## src/rtl/cpu_pkg.sv

```systemverilog
// Shared types and constants for the MIPS pipeline: bubble encoding, reset PC
// and the IF/ID pipeline-register payload.
package cpu_pkg;

   localparam logic [31:0] NOP_WORD         = 32'h0000_0000;  // sll $0,$0,0
   localparam logic [31:0] RESET_PC_DEFAULT = 32'h0000_0000;

   typedef struct packed {
      logic [31:0] inst;
      logic [31:0] pc_plus4;
      logic        valid;
   } if_id_t;

   // j-type target: region bits of the delay-slot PC plus the word index.
   function automatic logic [31:0] jump_target(input logic [3:0]  region,
                                               input logic [25:0] index);
      return {region, index, 2'b00};
   endfunction

   function automatic if_id_t make_bubble(input logic [31:0] nop);
      if_id_t b;
      b.inst     = nop;
      b.pc_plus4 = 32'h0000_0000;
      b.valid    = 1'b0;
      return b;
   endfunction

endpackage

```

## src/rtl/ctrl_bus_if.sv

```systemverilog
// Clock and synchronous active-high reset distributed to pipeline stages.
interface ctrl_bus_if (
   input logic clk,
   input logic reset
);

   modport central (input clk, input reset);

endinterface

```

## src/rtl/mem_bus_if.sv

```systemverilog
// Combinational-read memory port: address out, data back in the same cycle.
interface mem_bus_if;

   logic [31:0] addr;
   logic [31:0] data;

   modport central (output addr, input data);
   modport memory  (input addr, output data);

endinterface

```

## src/rtl/ff.sv

```systemverilog
// Generic register with clock enable and synchronous active-high reset.
module ff #(
   parameter int                 WIDTH     = 32,
   parameter logic [WIDTH-1:0]   RESET_VAL = '0
) (
   input  logic             clk,
   input  logic             reset,
   input  logic             en,
   input  logic [WIDTH-1:0] d,
   output logic [WIDTH-1:0] q
);

   // NOTE: sequential state is always written with <=, so every register
   // samples the pre-edge value of its neighbours regardless of block order.
   always_ff @(posedge clk) begin
      if (reset)
         q <= RESET_VAL;
      else if (en)
         q <= d;
   end

endmodule

```

## src/rtl/if_id_reg.sv

```systemverilog
// IF/ID pipeline register: synchronous clear to a bubble beats enable.
module if_id_reg
   import cpu_pkg::*;
#(
   parameter logic [31:0] NOP = NOP_WORD
) (
   input  logic   clk,
   input  logic   reset,
   input  logic   en,
   input  logic   clear,
   input  if_id_t d,
   output if_id_t q
);

   // A redirect squashes the slot even while the hazard unit is stalling.
   always_ff @(posedge clk) begin
      if (reset || clear)
         q <= make_bubble(NOP);
      else if (en)
         q <= d;
   end

endmodule

```

## src/rtl/mux2.sv

```systemverilog
// Two-input word multiplexer; sel=1 picks b.
module mux2 #(
   parameter int WIDTH = 32
) (
   input  logic             sel,
   input  logic [WIDTH-1:0] a,
   input  logic [WIDTH-1:0] b,
   output logic [WIDTH-1:0] y
);

   assign y = sel ? b : a;

endmodule

```

## src/rtl/fetch_stage.sv

```systemverilog
// Instruction-fetch stage: PC register, redirect selection (branch from EX,
// jump decoded from IF/ID), IF/ID latch and fetch/flush event counters.
module fetch_stage
   import cpu_pkg::*;
#(
   parameter logic [31:0] RESET_PC = RESET_PC_DEFAULT,
   parameter logic [31:0] NOP      = NOP_WORD
) (
   ctrl_bus_if.central  ctrl_bus,
   mem_bus_if.central   imem_bus,
   input  logic         stall,
   input  logic         jmp,
   input  logic         br_taken,
   input  logic [31:0]  br_target,
   output logic [31:0]  pc,
   output logic [31:0]  id_inst,
   output logic [31:0]  id_pc_plus4,
   output logic         id_valid,
   output logic [31:0]  fetch_cnt,
   output logic [31:0]  flush_cnt
);

   logic        clk;
   logic        reset;
   logic [31:0] pc_plus4;
   logic [31:0] jmp_target;
   logic [31:0] redirect_target;
   logic [31:0] pc_next;
   logic        jmp_take;
   logic        redirect;
   logic        pc_en;
   logic        advance;
   if_id_t      id_d;
   if_id_t      id_q;

   assign clk   = ctrl_bus.clk;
   assign reset = ctrl_bus.reset;

   assign imem_bus.addr = pc;
   assign pc_plus4      = pc + 32'd4;
   assign jmp_target    = jump_target(id_q.pc_plus4[31:28], id_q.inst[25:0]);

   // A jump from an empty IF/ID slot is a protocol error and is ignored;
   // a stalled jump waits, but a taken branch overrides everything.
   assign jmp_take = jmp && id_q.valid && !stall;
   assign redirect = br_taken || jmp_take;
   assign pc_en    = br_taken || !stall;
   assign advance  = !redirect && !stall;

   mux2 #(.WIDTH(32)) u_target_mux (
      .sel (br_taken),
      .a   (jmp_target),
      .b   (br_target),
      .y   (redirect_target)
   );

   mux2 #(.WIDTH(32)) u_pc_mux (
      .sel (redirect),
      .a   (pc_plus4),
      .b   (redirect_target),
      .y   (pc_next)
   );

   ff #(.WIDTH(32), .RESET_VAL(RESET_PC)) u_pc_reg (
      .clk   (clk),
      .reset (reset),
      .en    (pc_en),
      .d     (pc_next),
      .q     (pc)
   );

   // NOTE: every field is assigned unconditionally, so no latch is inferred.
   always_comb begin
      id_d.inst     = imem_bus.data;
      id_d.pc_plus4 = pc_plus4;
      id_d.valid    = 1'b1;
   end

   if_id_reg #(.NOP(NOP)) u_if_id (
      .clk   (clk),
      .reset (reset),
      .en    (!stall),
      .clear (redirect),
      .d     (id_d),
      .q     (id_q)
   );

   assign id_inst     = id_q.inst;
   assign id_pc_plus4 = id_q.pc_plus4;
   assign id_valid    = id_q.valid;

   // Free-running event counters; both wrap modulo 2^32.
   always_ff @(posedge clk) begin
      if (reset) begin
         fetch_cnt <= 32'd0;
         flush_cnt <= 32'd0;
      end else begin
         if (advance)
            fetch_cnt <= fetch_cnt + 32'd1;
         if (br_taken && id_q.valid)
            flush_cnt <= flush_cnt + 32'd1;
      end
   end

endmodule

```

## src/flat_wrapper.sv

```systemverilog
// flat-port wrapper written by rule: the top's interface ports become plain ports
module fetch_stage_flat import cpu_pkg::*;
#(
   parameter logic [31:0] RESET_PC = RESET_PC_DEFAULT,
   parameter logic [31:0] NOP      = NOP_WORD
)
  (stall, jmp, br_taken, br_target, pc, id_inst, id_pc_plus4, id_valid, fetch_cnt, flush_cnt, clk, reset, imem_bus_addr, imem_bus_data);
  ctrl_bus_if ctrl_bus_i (.clk(clk), .reset(reset));
  mem_bus_if imem_bus_i ();
  input  logic stall;
  input  logic jmp;
  input  logic br_taken;
  input  logic [31:0] br_target;
  output logic [31:0] pc;
  output logic [31:0] id_inst;
  output logic [31:0] id_pc_plus4;
  output logic id_valid;
  output logic [31:0] fetch_cnt;
  output logic [31:0] flush_cnt;
  input wire logic clk;
  input wire logic reset;
  output wire logic [$bits(imem_bus_i.addr)-1:0] imem_bus_addr;
  input wire logic [$bits(imem_bus_i.data)-1:0] imem_bus_data;
  assign imem_bus_addr = imem_bus_i.addr;
  assign imem_bus_i.data = imem_bus_data;
  fetch_stage #(.RESET_PC(RESET_PC), .NOP(NOP)) u_core (.ctrl_bus(ctrl_bus_i), .imem_bus(imem_bus_i), .stall(stall), .jmp(jmp), .br_taken(br_taken), .br_target(br_target), .pc(pc), .id_inst(id_inst), .id_pc_plus4(id_pc_plus4), .id_valid(id_valid), .fetch_cnt(fetch_cnt), .flush_cnt(flush_cnt));
endmodule
```

## config.mk

```make
export PLATFORM = sky130hd
export DESIGN_NAME = fetch_stage_flat
export DESIGN_NICKNAME = d
export VERILOG_FILES = /design/src/rtl/cpu_pkg.sv /design/src/rtl/ctrl_bus_if.sv /design/src/rtl/mem_bus_if.sv /design/src/rtl/ff.sv /design/src/rtl/if_id_reg.sv /design/src/rtl/mux2.sv /design/src/rtl/fetch_stage.sv /design/src/flat_wrapper.sv
export SDC_FILE = /design/constraint.sdc
export NUM_CORES = 1
export LEC_CHECK = 0
export ABC_AREA = 1
export ABC_CLOCK_PERIOD_IN_PS = 2000
export BUFFER_PORTS_ARGS = -buffer_cell sky130_fd_sc_hd__buf_2
export CORE_AREA = 8 8 140 142
export DETAILED_ROUTE_END_ITERATION = 7
export DIE_AREA = 0 0 148 150
export PLACE_DENSITY = 0.83
export SLEW_MARGIN = 10
export SYNTH_ARGS = -nofsm -noshare
export SYNTH_HDL_FRONTEND = slang
export SYNTH_SLANG_ARGS = --single-unit
```

## constraint.sdc

```tcl
create_clock -name clk -period 2 [get_ports clk]
set_input_delay 0.4 -clock clk [delete_from_list [all_inputs] [get_ports clk]]
set_output_delay 0.4 -clock clk [all_outputs]
set_load 0.02 [all_outputs]
```

# After elaboration in Yosys (flattened, before gate mapping)
# Index checks and enable logic that the tools add are counted.
# Widths: inputs -> output; s select.
[classes]
add_sub_neg = 3
n_mux = 2
n_reduce_logical = 9
[op_table]
columns = ["op", "count"]
rows = [
  ["$add 32x1->32 const B", 2],
  ["$mux 32", 2],
  ["$add 32x3->32 const B", 1],
  ["$logic_and 1x1->1", 4],
  ["$logic_or 1x1->1", 3],
  ["$logic_not 1->1", 2],
]
[totals]
reg_bits = 161
inputBits = 69
output_inout_bits = 193
wordCells = 20

# Depth between registers and ports, before layout
# Gate-level depths: netlist of the first run.
[logic_depth]
word_depth = 5
mapped_depth = 12
mapped_depth_nobuf = 11

# Hierarchy
# A second synthesis of the first run with hierarchy kept.
[hier_totals]
hier_cells = 1536
hier_area_um2 = 9444.1
[by_module_without_submodules]
columns = ["mod", "n_inst", "cells_each", "area_each_um2", "seq_area_each_um2"]
rows = [
  ["fetch_stage", 1, 713, 4476.8, 1281.2],
  ["if_id_reg", 1, 412, 2645.0, 1301.2],
  ["ff", 1, 203, 1338.8, 640.6],
  ["mux2", 2, 104, 491.7, 0.0],
]

# Worst setup path after synthesis of the first run
# OpenSTA, ideal clock, no wires.
[synth_timing]
path_kind = "reg2reg"
start = "reg u_core.u_pc_reg.q[2]"
end = "reg u_core.u_if_id.q[27] (netlist bit)"
setup_time_ps = 116
arrival_time_ps = 1609
required_ps = 1884
path_slack_ps = 275
stages_incl_launch_ff = 11
path_buffers = 0
synth_period_minus_slack_ps = 1725
cell_sequence = "dfxtp_1 -> ha_1 -> inv_1 -> nor2_2 -> nand2_2 -> nor2_2 -> nand2_1 -> nand2_1 -> nand3_1 -> o211ai_1 -> inv_1"
[synth_via]
elab_chain_len = 1
[synth_rtl]
columns = ["element", "line", "source"]
rows = [
  ["from (decl)", "ff.sv:10", "output logic [WIDTH-1:0] q"],
  ["from (signal assigned)", "ff.sv:17", "q <= RESET_VAL;"],
  ["from (signal assigned)", "ff.sv:19", "q <= d;"],
  ["$add 32x3->32", "fetch_stage.sv:40", "assign pc_plus4 = pc + 32'd4;"],
  ["to (signal assigned)", "if_id_reg.sv:18", "q <= make_bubble(NOP);"],
  ["to (decl)", "if_id_reg.sv:12", "output if_id_t q"],
]
# Every way passes these cells.
# A chain may end at the register's enable or synchronous reset.

# Final worst setup path of the first run
[layout_timing]
start = "reg u_core.u_pc_reg.q[3]"
end = "reg u_core.u_if_id.q[27] (netlist bit)"
# Same word-level chain as after synthesis.

==> summary.md, run 1 <==
| Metric | Value |
|---|---|
| Fmax | `~540 MHz` |
| Switching share of power | `29.7%` |
| Mapped cell area | `8540 um2` |
| Met2 Usage GRT | `a little over two fifths` |
| Hold Crit Class | `primary input to register` |
| Area growth, synth to finish | `22.2%` |
| Critical Path AT | `around 2.2 ns` |
| XOR/XNOR share of the synthesized area | `1.54%` |
| P_leak | `4.77 nW` |
| Nets | `approximately 1600` |
| Area of the core | `17500 um2` |
| Clock power frac | `42.6%` |
| Design Area, Final | `10400 um2` |
| Synth Area in Compound Gates | `roughly 14%` |
| FF-to-FF setup slack | `0.15 ns` |
| Largest cells by area after synthesis | `dfxtp_1 38%, nand2_1 15%, nor2_1 8.2%` |
| Die area | `22200 um2` |
| Routed wire per std cell | `16.3 um` |
| Worst Setup Path Type | `register to register` |
| Met3 Track Usage GR | `7.62%` |
| H-tree levels | `4` |
| Hold-fix buffers at CTS | `0` |
| Share of layout cells above drive strength 1 | `24.1%` |
| Fraction of registers with async set or reset after synthesis | `0%` |
| CTS buffer count | `17` |
| Post-DP HPWL | `21600 um` |
| Post-synth cell types | `45` |
| Psw | `0.00235 W` |
| Setup violations, final | `0` |
| First-pass GRT wire length | `45200 um` |
| Setup WS pre-CTS | `-0.0165 ns` |
| Max Slew Vio Count | `0` |
| Worst-Skew Late Latency | `0.43 ns` |
| Slew @ Worst Pin | `0.821 ns` |
| Crit path required time | `2.33 ns` |
| Die width | `about 150 um` |
| CP Max Fanout | `6` |
| Hold violation total from the final report | `0` |
| M1 GR Usage | `29.7%` |
| Final WL | `28600 um` |
| Adder-Cell Fraction of Synth Area | `0.439%` |
| Total nets after synthesis | `1367` |
| Final Skew | `0.0102 ns` |
| Synth top cells by count | `341 x nand2_1, 186 x nor2_1, 161 x dfxtp_1` |
| Seq pwr share | `43.8%` |
| Internal Power | `0.00557 W` |
| Yosys top cell area share | `37.7%` |
| Final WS setup | `0.151 ns` |
| I/O Buffers | `261` |
| Tmin final | `~1.8 ns` |
| Comb pwr share | `a little over an eighth` |
| Gr usage total | `25.3%` |
| Vias | `9399` |
| Ports | `roughly 260` |
| Register clock-pin slew on the reported worst setup and hold paths | `0.07 ns` |
| Post-route setup TNS | `0 ns` |
| Mux cell area share after synthesis | `less than 1%` |
| Die Ht | `150 um` |
| Crit path launch type | `register` |
| Synth Register Bits | `161` |
| Post-CTS Setup Inserts | `0` |
| Total of max-cap violations | `0` |
| Number of fillers in the final layout | `approximately 1600` |
| Synth warnings | `0` |
| CP Capture Type | `register` |
| Largest family of logic cells by synthesized area | `simple AND/OR/NAND/NOR gates` |
| Post-synth top area cell | `dfxtp_1` |
| First DRT Iteration DRCs | `891` |
| Antenna violations before repair | `0` |
| Tcrit/Tclk final | `92.4%` |
| Cells after synthesis | `approximately 1300` |
| Gr busiest metal | `met2` |
| Headroom to the max-slew limit | `45.3%` |
| TritonCTS clock tree | `built` |
| Post-cts repair resize count | `0` |
| DP Area | `9840 um2` |
| Initial DRT Pass Iterations | `5` |
| Sequential area share after synthesis | `37.7%` |
| Sink Count | `161` |
| Hold_ws | `between 0.2 and 0.25 ns` |
| Clk root buf | `clkbuf_16` |
| # DRC | `0` |
| Mean post-synth cell area | `between 6 and 7 um2` |
| Routed Antenna Nets | `0` |
| Run status | `finished clean` |
| Global route overflow | `0` |
| GPL Wtd Cong | `0.950` |
| Power Density | `759 nW/um2` |
| Number of synthesized flops with an enable pin | `0` |
| Synth Area in Simple Gates | `34.4%` |
| Top_reg_cell synth | `dfxtp_1` |
| RSZ-0062 raised after global routing | `false` |
| Initial Utilization | `48.7%` |
| Peak supply drop | `0.619 mV` |
| Cell with the most instances after synthesis | `nand2_1` |
| DR vias/cell | `around 5.3` |
| Antenna cells | `0` |
| Largest net degree at the start of global routing | `91` |
| Number of global-route vias before repair | `9085` |
| Rows | `between 40 and 50` |
| Clk buf depth | `2` |
==> area by class of cell <==
class / count / area (um2) / share of cell area (%)
flip-flops and latches: 161 / 3220 / 30.9
well taps: 229 / 287 / 2.74
inverters: 123 / 463 / 4.43
repair buffers: 286 / 1510 / 14.4
multi-input cells: 929 / 4360 / 41.8
clock buffers: 18 / 429 / 4.11
clock inverters: 14 / 170 / 1.63
==> routing by layer <==
layer  vias to the layer above  routed length [um]  share of wire [%]
met1                      4263               11400                 40
met2                       477               13300                 47
met5                         -                   0                  0
li1                       4590                   -                  -
met3                        69                2920                 10
met4                         0                 908                3.2
==> worst max-delay path, stage by stage, from the launching register on <==
cell and delay (ns):
dfxtp_1 0.36, ha_1 0.24, inv_1 0.09, nor2_2 0.25
nand2_2 0.18, nor2_2 0.24, nand2_1 0.07, nand2_1 0.08
nand3_1 0.08, o211ai_1 0.11, inv_1 0.05
==> worst paths after layout <==
path                              from              endpoint  cells past startpoint
hold reg to reg   u_core.u_if_id.q[63]  u_core.u_if_id.q[63]                      2
setup / recovery  u_core.u_pc_reg.q[3]  u_core.u_if_id.q[27]                     10
hold / removal            br_target[0]  u_core.u_pc_reg.q[0]                      3
setup reg to reg  u_core.u_pc_reg.q[3]  u_core.u_if_id.q[27]                     10
==> registers in the layout, summed over array words and instances, names as in the netlist <==
| register | count |
|---|---|
| u_core.u_if_id.q | 65 |
| u_core.fetch_cnt | 32 |
| u_core.flush_cnt | 32 |
| u_core.u_pc_reg.q | 32 |
==> layout by cell type, fill, tap and decap left out, drive strengths merged, types with 2 or more instances in the layout <==
cell type,netlist,routed
xor2,9,9
clkbuf,28,18
mux2i,2,2
and2,2,2
o21a,4,4
o211ai,18,18
nand4,11,11
inv,121,130
bufinv,0,2
dfxtp,161,161
nor3,14,14
a22oi,3,3
nand3b,4,4
a221oi,2,2
o21ai,65,65
a21oi,114,114
a31oi,12,12
nand2,355,355
nand3,80,80
clkinv,2,4
nor3b,6,6
nor2,209,209
or2,2,2
xnor2,6,6
o21bai,2,2
ha,3,3
buf,54,286
==> logic make-up (layout without fill, tap and decap cells) <==
kind of cell,Yosys count,in the layout
adder cells (fa/ha/maj),3,3
AO/OA/AOI/OAI,225,225
multiplexers,2,2
XOR/XNOR,15,15
buffers and inverters,205,441
flip-flops,161,161
AND/OR/NAND/NOR,684,684
==> power by group through the flow <==
stage / sequential, W / clock [W] / combinational, W
after floorplan: 0.00364 / 0 / 0.000599
after global placement: 0.00353 / 0 / 0.00106
after detailed placement: 0.00353 / 0 / 0.00107
after CTS: 0.00346 / 0.00342 / 0.00108
after global routing: 0.00348 / 0.00355 / 0.00117
final: 0.00347 / 0.00338 / 0.00108
==> stage by stage <==
stage	instances	total power, W	util, %
3_5_place_dp	1728	0.00460	56.1
5_1_grt	1760	0.00820	59.5
4_1_cts	1760	0.00796	59.5
2_1_floorplan	1295	0.00424	-
3_3_place_gp	1728	0.00459	56.1
6_report	1760	0.00792	59.5
No activity file was read; power rests on OpenSTA's default activity.
==> run 2: changes to the inputs <==
- RECOVER_POWER: default -> 25
==> run 2 against run 1 <==
Final area is 1.1% lower. Via count is 0.16% lower. Routed wire length is 0.17% higher. Core utilization is 0.64 points lower. Combinational power hardly changed. Power is 0.18% lower. Clock-buffer cell count stayed put. Critical endpoint is now u_core.u_if_id.q[30]. Highest routed layer unchanged.
==> summary.md, run 2 (synthesis results as in run 1) <==
| Metric | Value |
|---|---|
| GPL Wtd Cong | `0.950 (unchanged)` |
| Headroom to the max-slew limit | `45.2% (about the same)` |
| Final Power | `0.00791 W (-0.18%)` |
| Hold-fix buffers at CTS | `0 (unchanged)` |
| CP Max Fanout | `47 (+41)` |
| Ports | `262 (unchanged)` |
| Die width | `148 um (unchanged)` |
| Die Ht | `150 um (unchanged)` |
| Tcrit/Tclk final | `91.7% (-0.79 points)` |
| Slew @ Worst Pin | `0.822 ns (+0.000513 ns)` |
| Crit path required time | `2.33 ns (about the same)` |
| Total of max-cap violations | `0 (unchanged)` |
| Most frequent cells in the layout | `343 x nand2_1, 187 x nor2_1, 185 x buf_2` |
| DP Area | `9840 um2 (unchanged)` |
| Final WS setup | `0.167 ns (+0.0157 ns)` |
| Critical Path AT | `2.16 ns (-0.02 ns)` |
| Antenna violations before repair | `0 (unchanged)` |
| Max Slew Vio Count | `0 (unchanged)` |
| Final Skew | `0.0106 ns (+0.000413 ns)` |
| Placed cell count | `1728 (unchanged)` |
| Die area | `22200 um2 (unchanged)` |
| H-tree levels | `4 (unchanged)` |
| Fmax | `545 MHz (+0.86%)` |
| Post-CTS Setup Inserts | `0 (unchanged)` |
| Design Area, Final | `10300 um2 (-1.1%)` |
| Hold_ws | `0.201 ns (+0.00102 ns)` |
| Register clock-pin slew on the reported worst setup and hold paths | `0.07 ns (about the same)` |
| Number of fillers in the final layout | `1667 (+2.5%)` |
| Global route overflow | `0 (unchanged)` |
| DR vias/cell | `5.33 (-0.16%)` |
| Tmin final | `1.83 ns (-0.0157 ns)` |
| Sink Count | `161 (unchanged)` |
| Vias | `9384 (-0.16%)` |
| Clk buf depth | `2 (unchanged)` |
| Initial DRT Pass Iterations | `7 (+2)` |
| Gr usage total | `25.3% (unchanged)` |
| Area of the core | `17500 um2 (unchanged)` |
| Worst-Skew Late Latency | `0.43 ns (about the same)` |
| Hold violation total from the final report | `0 (unchanged)` |
| Commonest non-fill, non-tap cell in the layout | `nand2_1` |
| Antenna cells | `0 (unchanged)` |
| Routed Antenna Nets | `0 (unchanged)` |
| Hold Crit Class | `primary input to register` |
| Final instance count without filler cells | `1760 (unchanged)` |
| Max FFs per register | `65 (unchanged)` |
| Power Density | `766 nW/um2 (+0.90%)` |
| Initial Utilization | `48.7% (unchanged)` |
| Area growth, synth to finish | `20.9%` |
| Peak supply drop | `0.616 mV (-0.55%)` |
| Setup WS pre-CTS | `-0.0165 ns (unchanged)` |
| Share of layout cells above drive strength 1 | `18.7% (-5.4 points)` |
| I/O Buffers | `261 (unchanged)` |
| Largest register by flop count | `u_core.u_if_id.q` |
| Crit path launch type | `register` |
| Rows | `49 (unchanged)` |
| Number of global-route vias before repair | `9085 (unchanged)` |
| P_leak | `4.44 nW (-6.8%)` |
| CP Capture Type | `register` |
| Clk root buf | `clkbuf_16` |
| # DRC | `0 (unchanged)` |
| First DRT Iteration DRCs | `942 (+5.7%)` |
| Post-DP HPWL | `21600 um (unchanged)` |
| Routed wire per std cell | `16.3 um (+0.17%)` |
| Setup violations, final | `0 (unchanged)` |
| First-pass GRT wire length | `45200 um (unchanged)` |
| Final WL | `28700 um (+0.17%)` |
| Post-cts repair resize count | `0 (unchanged)` |
| CTS buffer count | `17 (unchanged)` |
| RSZ-0062 raised after global routing | `false` |
| Worst Setup Path Type | `register to register` |
| Run status | `finished clean` |
| TritonCTS clock tree | `built` |
| Nets | `1590 (unchanged)` |
| Largest net degree at the start of global routing | `91 (unchanged)` |
run 2: stage by stage:
| stage | utilization (%) | TNS [ns] |
|---|---|---|
| floorplan | - | 0 |
| global placement | 56.1 | 0 |
| detailed placement | 56.1 | -0.0165 |
| CTS | 59.5 | 0 |
| global route | 58.9 | 0 |
| finish | 58.9 | 0 |
run 2: worst paths after layout:
check             slack [ns]            startpoint                   end  cells after the start
hold / removal          0.20          br_target[0]  u_core.u_pc_reg.q[0]                      3
setup / recovery        0.17   u_core.u_if_id.q[0]  u_core.u_if_id.q[30]                      9
hold reg to reg         0.47  u_core.u_if_id.q[59]  u_core.u_if_id.q[59]                      2
setup reg to reg        0.17   u_core.u_if_id.q[0]  u_core.u_if_id.q[30]                      9
run 2: area by class of cell:
cell class	instances	area, um2	share of cell area (%)
Timing Repair Buffer	286	1410	13.6
Sequential cell	161	3220	31.2
Clock inverter	14	170	1.65
Multi-Input combinational cell	929	4350	42.1
Clock buffer	18	429	4.16
Inverter	123	463	4.48
Tap cell	229	287	2.77
run 2: where the power goes:
| group | total (W) | internal (W) | switching, W |
|---|---|---|---|
| logic | 0.00106 | 0.000338 | 0.000721 |
| registers | 0.00347 | 0.00332 | 0.000147 |
| clock network | 0.00338 | 0.00189 | 0.00149 |
run 2: worst max-delay path, cell delays in order (launching register included):
cell     delay, ns
dfxtp_1       0.35
nand2_1       0.15
nand2_4       0.18
nand2_4       0.07
inv_2         0.06
nor2_2        0.04
inv_2         0.59
a21oi_1       0.09
o21ai_1       0.15
inv_2         0.04
run 2: per-layer routing:
layer	track usage [%]	wire length (um)
met5	0	0
met4	11.9	895
met3	7.62	2770
met2	41.6	13400
met1	29.7	11600
